[src/rtl/nolinear_out_serializer.sv]
// Serializes a DATA_NUM-element result vector from the nonlinear unit into a valid/ready element stream.
// Define NOLINEAR_OUT_DBL_BUF_EN to add one pending buffer so a vector can arrive while another streams.
module nolinear_out_serializer #(
    parameter int DATA_NUM        = 16,
    parameter int FIX_POINT_WIDTH = 16
) (
    input  logic                                clk,
    input  logic                                rst,
    input  logic                                done,
    input  logic [DATA_NUM*FIX_POINT_WIDTH-1:0] in,
    output logic [FIX_POINT_WIDTH-1:0]          out_data,
    output logic                                out_valid,
    input  logic                                out_ready,
    output logic [$clog2(DATA_NUM)-1:0]         out_idx,
    output logic                                out_last,
    output logic                                busy,
    output logic                                overflow
);

    localparam int IDX_W = $clog2(DATA_NUM);
    localparam int VEC_W = DATA_NUM * FIX_POINT_WIDTH;

    typedef enum logic {
        IDLE,
        STREAM
    } state_t;

    state_t             state, state_next;
    logic [IDX_W-1:0]   idx, idx_next;
    logic [VEC_W-1:0]   active_buf, active_next;
    logic               overflow_next;
    logic               pend_valid;
    logic               xfer;
    logic               at_last;
    logic               last_xfer;

`ifdef NOLINEAR_OUT_DBL_BUF_EN
    logic [VEC_W-1:0]   pend_buf, pend_next;
    logic               pend_valid_next;
`else
    assign pend_valid = 1'b0;
`endif

    assign out_valid = (state == STREAM);
    assign at_last   = (idx == IDX_W'(DATA_NUM - 1));
    assign xfer      = out_valid && out_ready;
    assign last_xfer = xfer && at_last;
    assign out_data  = active_buf[int'(idx) * FIX_POINT_WIDTH +: FIX_POINT_WIDTH];
    assign out_idx   = idx;
    assign out_last  = out_valid && at_last;
    assign busy      = (state == STREAM) || pend_valid;

    always_comb begin
        state_next      = state;
        idx_next        = idx;
        active_next     = active_buf;
        overflow_next   = overflow;
`ifdef NOLINEAR_OUT_DBL_BUF_EN
        pend_next       = pend_buf;
        pend_valid_next = pend_valid;
`endif
        case (state)
            IDLE: begin
                if (done) begin
                    active_next = in;
                    idx_next    = '0;
                    state_next  = STREAM;
                end
            end
            STREAM: begin
                if (xfer && !at_last) begin
                    idx_next = idx + IDX_W'(1);
                end
                // On the final beat a waiting vector always goes before a newly arriving one.
                if (last_xfer) begin
                    idx_next = '0;
`ifdef NOLINEAR_OUT_DBL_BUF_EN
                    if (pend_valid) begin
                        active_next     = pend_buf;
                        pend_valid_next = done;
                        if (done) begin
                            pend_next = in;
                        end
                    end else
`endif
                    if (done) begin
                        active_next = in;
                    end else begin
                        state_next = IDLE;
                    end
                end
                if (done && !last_xfer) begin
`ifdef NOLINEAR_OUT_DBL_BUF_EN
                    if (!pend_valid) begin
                        pend_next       = in;
                        pend_valid_next = 1'b1;
                    end else begin
                        overflow_next = 1'b1;
                    end
`else
                    overflow_next = 1'b1;
`endif
                end
            end
            default: state_next = IDLE;
        endcase
    end

    always_ff @(posedge clk or negedge rst) begin
        if (!rst) begin
            state      <= IDLE;
            idx        <= '0;
            active_buf <= '0;
            overflow   <= 1'b0;
`ifdef NOLINEAR_OUT_DBL_BUF_EN
            pend_buf   <= '0;
            pend_valid <= 1'b0;
`endif
        end else begin
            state      <= state_next;
            idx        <= idx_next;
            active_buf <= active_next;
            overflow   <= overflow_next;
`ifdef NOLINEAR_OUT_DBL_BUF_EN
            pend_buf   <= pend_next;
            pend_valid <= pend_valid_next;
`endif
        end
    end

endmodule

[config.mk]
export PLATFORM = sky130hd
export DESIGN_NAME = nolinear_out_serializer
export DESIGN_NICKNAME = d
export VERILOG_FILES = /design/src/rtl/nolinear_out_serializer.sv
export SDC_FILE = /design/constraint.sdc
export NUM_CORES = 1
export LEC_CHECK = 0
export BUFFER_PORTS_ARGS = -buffer_cell sky130_fd_sc_hd__buf_2
export CELL_PAD_IN_SITES_DETAIL_PLACEMENT = 2
export CELL_PAD_IN_SITES_GLOBAL_PLACEMENT = 2
export CORE_AREA = 10 10 224 162
export DETAILED_ROUTE_END_ITERATION = 7
export DIE_AREA = 0 0 234 172
export PLACE_DENSITY = 0.89
export SLEW_MARGIN = 10
export SYNTH_ARGS = -nofsm -noshare
export SYNTH_HDL_FRONTEND = slang
export SYNTH_SLANG_ARGS = --single-unit
[constraint.sdc]
create_clock -name clk -period 2.5 [get_ports clk]
set_clock_uncertainty 0.05 [all_clocks]
set_input_delay 0.125 -clock clk [delete_from_list [all_inputs] [get_ports clk]]
set_output_delay 0.125 -clock clk [all_outputs]
set_load 0.01 [all_outputs]
# Word level (Yosys, flattened, before mapping)
# Cells that the tools add are included.
[classes]
addsub = 1
eq_ne = 4
shift = 1
muxes = 10
bitwise_logic = 1
reduce_logical = 9
[ops]
columns = ["cell", "count"]
rows = [
  ["$mux 256", 2],
  ["$pmux 256 s2", 1],
  ["$shiftx 256x9->16", 1],
  ["$mux 4", 3],
  ["$pmux 4 s2", 1],
  ["$logic_and 1x1->1", 5],
  ["$add 4x1->4 const B", 1],
  ["$eq 4x4->1 const B", 1],
  ["$reduce_and 2->1", 2],
  ["$ne 3x1->1 const B", 1],
  ["$logic_not 1->1", 2],
  ["$mux 1", 2],
  ["$ne 2x1->1 const B", 1],
  ["$ne 2x2->1 const B", 1],
  ["$pmux 1 s2", 1],
  ["$not 1->1", 1],
]
[word_totals]
ff_bits = 262
inputBits = 260
output_inout_bits = 24

# Longest topological paths before layout
# Gate-level depths: netlist of run 1.
[depth]
depth_word = 6
ltp_mapped = 8
depth_no_buf = 5

# Worst setup path after synthesis of run 1
# Ideal clock, no wire load.
[synth_path]
path_kind = "reg-to-reg"
from = "reg idx[1] (netlist: out_idx[1])"
to = "reg active_buf[13]"
setup_ns = 0.125
arrival_ns = 1.767
t_required_ns = 2.325
setup_slack_ns = 0.559
stages_incl_launch_ff = 9
path_buffers = 3
path_cell_list = "dfrtp_1 > ha_1 > nand4_1 > nand2_1 > and2_1 > buf_2 > buf_6 > buf_6 > mux2_2"
[synth_between]
elab_chain_cells = 3
[synth_rtl]
columns = ["item", "line", "source"]
rows = [
  ["start, declared", "29", "logic [IDX_W-1:0] idx, idx_next;"],
  ["start signal, assigned", "121", "idx <= idx_next;"],
  ["$eq 4x4->1", "45", "assign at_last = (idx == IDX_W'(DATA_NUM - 1));"],
  ["$logic_and 1x1->1", "47", "assign last_xfer = xfer && at_last;"],
  ["$ne 2x1->1 (no source line)", "n/a", ""],
  ["end signal, assigned", "122", "active_buf <= active_next;"],
  ["end, declared", "30", "logic [VEC_W-1:0] active_buf, active_next;"],
]
# No other way between the ends.
# A chain may end at the register's enable or synchronous reset.

# Worst setup path in the final report of run 1
[layout_path]
from = "reg idx[0] (netlist: out_idx[0])"
to = "out out_data[7]"
[layout_between]
elab_chain_cells = 1
[layout_rtl]
columns = ["item", "line", "source"]
rows = [
  ["$shiftx 256x9->16", "48", "assign out_data = active_buf[int'(idx) * FIX_POINT_WIDTH +: FIX_POINT_WIDTH];"],
  ["end, declared", "11", "output logic [FIX_POINT_WIDTH-1:0] out_data,"],
]
# No other way between the ends.

==> run summary, run 1 <==
Dividing the detail-routed via count by the number of cells gives 5.562. Cell internal power was estimated by the tool at 14500 uW. The clock network fraction of total power is 0.189, and the routability congestion estimate from global placement is 0.7934. CTS root buffer: sky130_fd_sc_hd__clkbuf_16. The post-route worst setup slack was -0.3022 ns; the clock input transition at the sequential cells of the worst setup and hold paths was 0.07 ns. The largest driver fanout on the critical path came out at 6. The tools report the core utilization of the finished layout as 0.5880.

After synthesis, the cell types taking the most area are sky130_fd_sc_hd__dfrtp_1 (55%), sky130_fd_sc_hd__mux2_2 (22%), sky130_fd_sc_hd__mux4_2 (6.9%). The total vias in the final route came out at 10.05k. Total track usage: 0.2950. The overall die width is 234 microns. The worst-case IR drop observed on VDD is 0.7630 mV. The final reports fail on setup timing. The number of max-slew violations in the final report was 0; the timing-limited maximum frequency was 356.9 MHz. The number of global-route vias before repair is 11.45k. Most frequent standard cell in the layout excluding fill and tap cells: sky130_fd_sc_hd__buf_2. The switching power share of the total was 0.3948; the quantity of I/O buffers inserted on ports was 283.

The run gives 2.63 ns as the signal arrival time at the worst endpoint. The path type of the worst min-delay path was in2async. The run gives 0.466 as the combinational cell fraction of total power. The worst setup path is captured at an output pin.

The power density over the cells was 1276 nW/um^2. Walking the worst path, the cells encountered are buf_12 > buf_16 > mux4_2 > mux4_2 > buf_6. The floorplan die area was 40250 sq um; the number of cells traversed by the worst register-to-register path was 11.

Most used cell along the critical path: sky130_fd_sc_hd__mux4_2. CTS saw 262 sinks. Later-pin clock latency in the skew report: 0.56 ns. The relative max-transition margin is 0.5644. The overall overflow remaining after global route is 0, and the number of nets in the synthesized netlist is 1003. Counting along the longest clock path gives a buffer depth of 3. The tools report the post-detailed-route count of antenna-violating nets as 0. Counting flops and latches in the post-synthesis netlist gives 262. The top-area cell type share of the netlist area is 0.5459. The area of the placeable core was 31930 sq um; the leakage power figure was 0.008335 uW.

STA classifies the critical path startpoint as a register. Relative to the synthesized area, the layout overhead comes to 56.33%. The die is 172 microns tall. The post-route clock period utilization came out at 1.121. Setup repair after global routing could not meet its margin everywhere. For the wire length of the first global-routing pass, the log shows 85.19 mm. The first routing iteration left 771 violations.

The minimum clock period is 2.802 ns. The data required time at the worst endpoint was 2.33 ns. The tools report the initial core utilization as 0.3761.

The number of nets in the final layout is 1606, and the number of cells in the finished layout apart from fillers is 1807. For the post-synthesis sequential area ratio, the log shows 0.5459. After technology mapping, the gate count stands at 742. For the pin with the worst max-slew slack, the measured transition is 0.6533 ns. Number of endpoints with negative hold slack in the final report: 0. The average cell area after synthesis came out at 16.19 sq um. The netlist uses 34 different library cells. For this run, design rule violations remaining after detail routing come to 0. The critical path is of the reg2out type. Switching power: 9461 uW.

The final hold slack was 0.1271 ns; the HPWL after detailed placement was 31.98 mm. The flow ran to the end, but the final reports show violations. The tools report the netlist area before placement as 12010 sq um. The run gives 1440 as the number of instances in the placed design.

Dividing the detail-routed wire length by the instance count gives 36.87 microns. Final wirelength: 66.62 mm. The warning count from the yosys run was 0. Setup violations remaining at the end of the flow were counted as 252. The row count came out at 55. The tools report the post-layout total power as 23960 uW. Entering global routing, the biggest net connects 75 pins. The biggest area consumer among synthesized cells was sky130_fd_sc_hd__dfrtp_1.

The number of search-and-repair iterations in the first detailed-routing pass came out at 4. The fraction of layout cells with a size suffix above 1 came out at 0.5498. The max-cap violation count is 0.

The sequential fraction of design power is 0.345, and the top-level port count is 284. TritonCTS built the clock tree. The top cell types in the final layout, fill and taps aside, are sky130_fd_sc_hd__buf_2 (269), sky130_fd_sc_hd__dlygate4sd3_1 (260), sky130_fd_sc_hd__dfrtp_1 (259).

The slowest cell on the critical path was sky130_fd_sc_hd__mux4_2. Counting the buffers created by CTS gives 28. The run gives 1 as the H-tree depth. The delay of the slowest cell on the worst path is 0.58 ns, and the initial antenna violation count is 18.
## registers in the layout, summed over array words and instances (netlist names)
signal and count:
active_buf 256, out_idx 4, busy 1, overflow 1
## cell type report
cell class	count	area, sq um
Timing Repair Buffer	628	5436
Clock inverter	9	106.4
Inverter	2	7.507
Clock buffer	42	843.3
Antenna cell	14	35.03
Fill cell	2804	13160
Sequential cell	262	6565
Tap cell	427	534.3
Multi-Input combinational cell	423	5248
## path summary, 6_finish.rpt
| check | startpoint | end | slack (ns) |
|---|---|---|---|
| setup / recovery | out_idx[0] | out_data[7] | -0.30 |
| hold / removal | rst | active_buf[82] | 0.13 |
| setup reg to reg | out_idx[0] | active_buf[174] | -0.08 |
| hold reg to reg | active_buf[1] | active_buf[1] | 0.44 |
| max in group asynchronous | rst | active_buf[4] | 1.49 |
| min in group clk | in[234] | active_buf[234] | 0.28 |
## worst max-delay path, delay by kind of cell (launching register included)
family	cells	cell delay (ns)
flops	1	0.45
mux	2	1.14
buf+inv	3	0.47
## routing by layer
metal	part of all wire	global-route usage	vias up
li1	-	-	4028
met1	0.36	0.3140	5350
met2	0.52	0.5387	476
met3	0.057	0.07204	195
met4	0.055	0.1443	2
met5	0.00020	0	-
## power by group through the flow
stage / Clock (uW) / Combinational (uW) / Sequential, uW
CTS: 4370 / 9510 / 7710
finish: 4530 / 11200 / 8260
floorplan: 0 / 5200 / 7030
global placement: 0 / 7620 / 7460
global route: 4740 / 11500 / 8410
detailed placement: 0 / 7930 / 7720
## cells by family (layout without fill, tap and decap cells)
kind of cell | after synthesis | after routing | share of synthesized area
AO/OA/AOI/OAI | 49 | 49 | 0.03011
adder cells (fa/ha/maj) | 1 | 1 | 0.001042
buffers and inverters | 57 | 681 | 0.04084
flip-flops | 262 | 262 | 0.5459
multiplexers | 347 | 347 | 0.3720
other | 0 | 14 | 0
AND/OR/NAND/NOR | 26 | 26 | 0.01011
## cells in the mapped netlist
master                       n
sky130_fd_sc_hd__a22oi_1    10
sky130_fd_sc_hd__mux2i_1    41
sky130_fd_sc_hd__mux4_1     13
sky130_fd_sc_hd__clkbuf_4    1
sky130_fd_sc_hd__nand3_1     3
sky130_fd_sc_hd__o21bai_1    1
sky130_fd_sc_hd__nand2b_1    1
sky130_fd_sc_hd__dfrtp_1   262
sky130_fd_sc_hd__inv_1       1
sky130_fd_sc_hd__buf_4       5
sky130_fd_sc_hd__mux2_1     24
sky130_fd_sc_hd__a31o_2      1
sky130_fd_sc_hd__o21ai_0    13
sky130_fd_sc_hd__clkbuf_1    9
sky130_fd_sc_hd__a221oi_1   20
sky130_fd_sc_hd__and3_1      1
sky130_fd_sc_hd__a32o_1      1
sky130_fd_sc_hd__ha_1        1
sky130_fd_sc_hd__nor2b_1     2
sky130_fd_sc_hd__nand4_1     1
sky130_fd_sc_hd__o22ai_1     1
sky130_fd_sc_hd__nor2_1      2
sky130_fd_sc_hd__buf_12      1
sky130_fd_sc_hd__buf_1       2
sky130_fd_sc_hd__nand2_1    13
sky130_fd_sc_hd__buf_6      29
sky130_fd_sc_hd__inv_2       1
sky130_fd_sc_hd__and2_1      3
sky130_fd_sc_hd__a22o_1      1
sky130_fd_sc_hd__mux2_2    232
sky130_fd_sc_hd__mux4_2     37
sky130_fd_sc_hd__buf_2       7
sky130_fd_sc_hd__a21oi_1     1
sky130_fd_sc_hd__buf_8       1
## timing repair
action | CTS | global route
endpoints found under the hold margin | 386 | 0
hold buffers | 260 | 0
pin swaps | 13 | 16
gates cloned | 4 | 13
gates resized for setup | 75 | 70
setup endpoints to repair | 17 | 258
setup buffers | 17 | 17
## metrics by stage
step / worst slack [ns] / setup TNS, ns / instance area (sq um)
2_1_floorplan: 0.5586 / 0 / 12010
3_3_place_gp: -0.01395 / -0.01395 / 14010
3_5_place_dp: -0.07353 / -0.3061 / 14010
4_1_cts: -0.2788 / -5.097 / 18020
5_1_grt: -0.3801 / -23.48 / 18770
6_report: -0.3022 / -12.26 / 18780
(Power assumes the default switching activity.)
==> inputs of run 2 (changes only) <==
- CORE_AREA: 10 10 224 162 -> 10 10 199 201
- DIE_AREA: 0 0 234 172 -> 0 0 209 211
- PLACE_DENSITY: 0.89 -> 0.85
- clock period: 2.5 -> 2.4 ns (I/O delays scaled with it)
==> run summary, run 2 (synthesized netlist as in run 1, its figures left out) <==
The run finished, with violations left. The final reports fail on setup timing. The logs give 0.008162 uW for the leakage power figure and 4 for the number of search-and-repair iterations in the first detailed-routing pass. The worst supply voltage drop on vdd is 0.6065 mV. The height of the chip works out to 211 microns. For the worst-skew pair, the clock arrives at the later sink with an insertion delay of 0.56 ns. The combinational cell fraction of total power was 0.447. The clock network fraction of total power came out at 0.201.

The HPWL after detailed placement is 31.96 mm. The tools report the number of global-route vias before repair as 11.28k. The post-route worst setup slack was -0.3577 ns; the initial core utilization was 0.3393. Data arrives at the worst endpoint at 2.59 ns. For the H-tree depth, the log shows 1. The register with the most flip-flops in the layout has 256 of them.

Setup repair after global routing could not meet its margin everywhere. The internal portion of the total power is 14820 uW. Clock tree synthesis found a total of 262 sinks. In this run the register-to-register setup slack is 0.07 ns. Wires add up to 57.70 mm. The tightest hold path in the finished design has a slack of 0.04237 ns.

The endpoint identified for the worst register-to-register timing path is active_buf[110]. The largest driver fanout on the critical path came out at 8. In this run the critical register-to-register path is launched from out_idx[0]. The number of cells on the worst reg-to-reg path is 7. Dividing the detail-routed wire length by the instance count gives 31.72 microns. The cell family contributing the most delay on the critical path is buffers and inverters. The synthesis-to-layout area growth came out at 52.80%. By startpoint and endpoint, the worst setup path is classified as reg2out. The CTS root buffer was sky130_fd_sc_hd__clkbuf_16. In this run the deepest clock path goes through 3 buffers. In this design, the stage delay of the slowest critical-path cell is 0.56 ns. The number of buffers and inverters on the critical path is 4.

The first global-routing pass estimated 80.40 mm of wire. Walking the worst path, the cells encountered are buf_12 > buf_16 > buf_6 > mux2i_2 > a221oi_2 > o21ai_1 > nand2_1 > buf_2. During placement, the flow inserted port buffers numbering 283. Core utilization of the finished layout: 0.5185.

The run gives 362.6 MHz as the timing-limited maximum frequency. TritonCTS built the clock tree. The overall die width was 209 microns; the routability congestion estimate from global placement was 0.7906. 284 I/O pins were placed.

Leaving out fill and tap cells, the most frequent cells in the layout are sky130_fd_sc_hd__buf_2 (273), sky130_fd_sc_hd__dfrtp_1 (260), sky130_fd_sc_hd__dlygate4sd3_1 (260). The initial DRC count was 478. Max-cap violation count: 0.

For the pin with the worst max-slew slack, the measured transition is 0.5209 ns. The tools report the combined area of the multi-input logic cells as 5214 sq um. The logs give 6564 sq um for the register cell area after layout and 9381 for the total vias in the final route. The total track usage came out at 0.2461.

For the row count, the log shows 69. The slowest cell on the critical path is sky130_fd_sc_hd__dfrtp_4. Register ranked first by flip-flop count: active_buf. The fraction of layout cells with a size suffix above 1 was 0.5244; the sequential fraction of design power was 0.352.

The post-route clock period utilization was 1.149; the floorplan die area was 44100 sq um. The critical path capture point type is an output pin. Entering global routing, the biggest net connects 74 pins. The clock input transition at the sequential cells of the worst setup and hold paths works out to 0.06 ns.

The most frequent standard cell in the layout excluding fill and tap cells was sky130_fd_sc_hd__buf_2. Via density per instance: 5.157. After detailed routing, the number of remaining DRC violations is 0. The initial antenna violation count was 9. For the worst setup path, the data required time is 2.23 ns. For this design the ratio of total power to cell area is 1280 nW/um^2.

The tools report the number of inserted filler cells in the final layout as 3263. The path type of the worst min-delay path is in2async. For this run, the post-layout net count is 1588. Element type at the critical path start: a register.

The run gives 8671 uW as the switching power. The region available for standard cell placement spans 35400 sq um. TritonCTS created 31 clock buffers. The switching power share of the total was 0.3691; the number of max-slew violations in the final report was 0. The minimum clock period was 2.758 ns; the post-detailed-route count of antenna-violating nets was 0. Number of setup violations in the final report: 16. The logs give 0.6522 for the relative max-transition margin and 0 for the overall overflow remaining after global route. The logs give 0 for the number of endpoints with negative hold slack in the final report and -0.3151 ns for the worst-case setup slack after placement.
-- run 2: worst reg2reg max path, cell delays in order, from the launching register on --
cell	delay, ns
sky130_fd_sc_hd__dfrtp_4	0.52
sky130_fd_sc_hd__buf_4	0.15
sky130_fd_sc_hd__ha_2	0.20
sky130_fd_sc_hd__nand4_1	0.13
sky130_fd_sc_hd__nand2_2	0.14
sky130_fd_sc_hd__and2_4	0.23
sky130_fd_sc_hd__buf_12	0.33
sky130_fd_sc_hd__mux2_2	0.43
-- run 2: routing by layer --
layer  up-vias  share of wire  wire length [microns]  GRT usage
li1       3979              -                      -          -
met1      4955           0.35                  20290     0.2608
met2       338           0.56                  32070     0.4694
met3       107          0.055                   3195    0.04894
met4         2          0.037                   2124    0.09278
met5         -        0.00023                     13          0
-- run 2: what timing repair did --
action	CTS	global route
setup endpoints to repair	16	135
setup buffers	8	11
hold buffers	260	0
pin swaps	5	21
gates cloned	3	8
resized for setup	52	49
hold endpoints to repair	524	0
-- run 2: worst max-delay path by stage --
stage	from	end	slack [ns]	cells past startpoint
after floorplan	out_idx[1]	active_buf[13]	0.46	8
after global placement	out_idx[0]	out_data[1]	-0.28	7
after detailed placement	out_idx[0]	out_data[1]	-0.32	7
after CTS	out_idx[0]	out_data[3]	-0.33	6
after global routing	out_idx[0]	out_data[1]	-0.43	8
final	out_idx[0]	out_data[14]	-0.36	8
-- run 2: power groups by stage --
| stage | clock (uW) | combinational [uW] | sequential (uW) |
|---|---|---|---|
| global placement | 0 | 7950 | 7680 |
| finish | 4720 | 10500 | 8270 |
| detailed placement | 0 | 8290 | 7940 |
| floorplan | 0 | 5410 | 7330 |
| global route | 5010 | 11100 | 8480 |
| CTS | 4680 | 9580 | 7950 |
-- run 2: layout make-up --
class | instances | area share
clock buffer | 47 | 0.04773
inverter | 2 | 0.0004091
timing repair buffer | 606 | 0.2722
antenna | 8 | 0.001091
multi-input combinational | 424 | 0.2841
tap | 461 | 0.03143
sequential | 262 | 0.3577
clock inverter | 9 | 0.005386
-- run 2: metrics by stage --
stage               total power (uW)  cells  setup TNS, ns  area [sq um]
floorplan                      12740    742              0         12010
global placement               15630   1467         -1.489         13970
detailed placement             16230   1467         -1.681         13970
CTS                            22210   1794         -4.577         17910
global route                   24580   1818         -6.028         18350
finish                         23490   1819         -4.597         18350
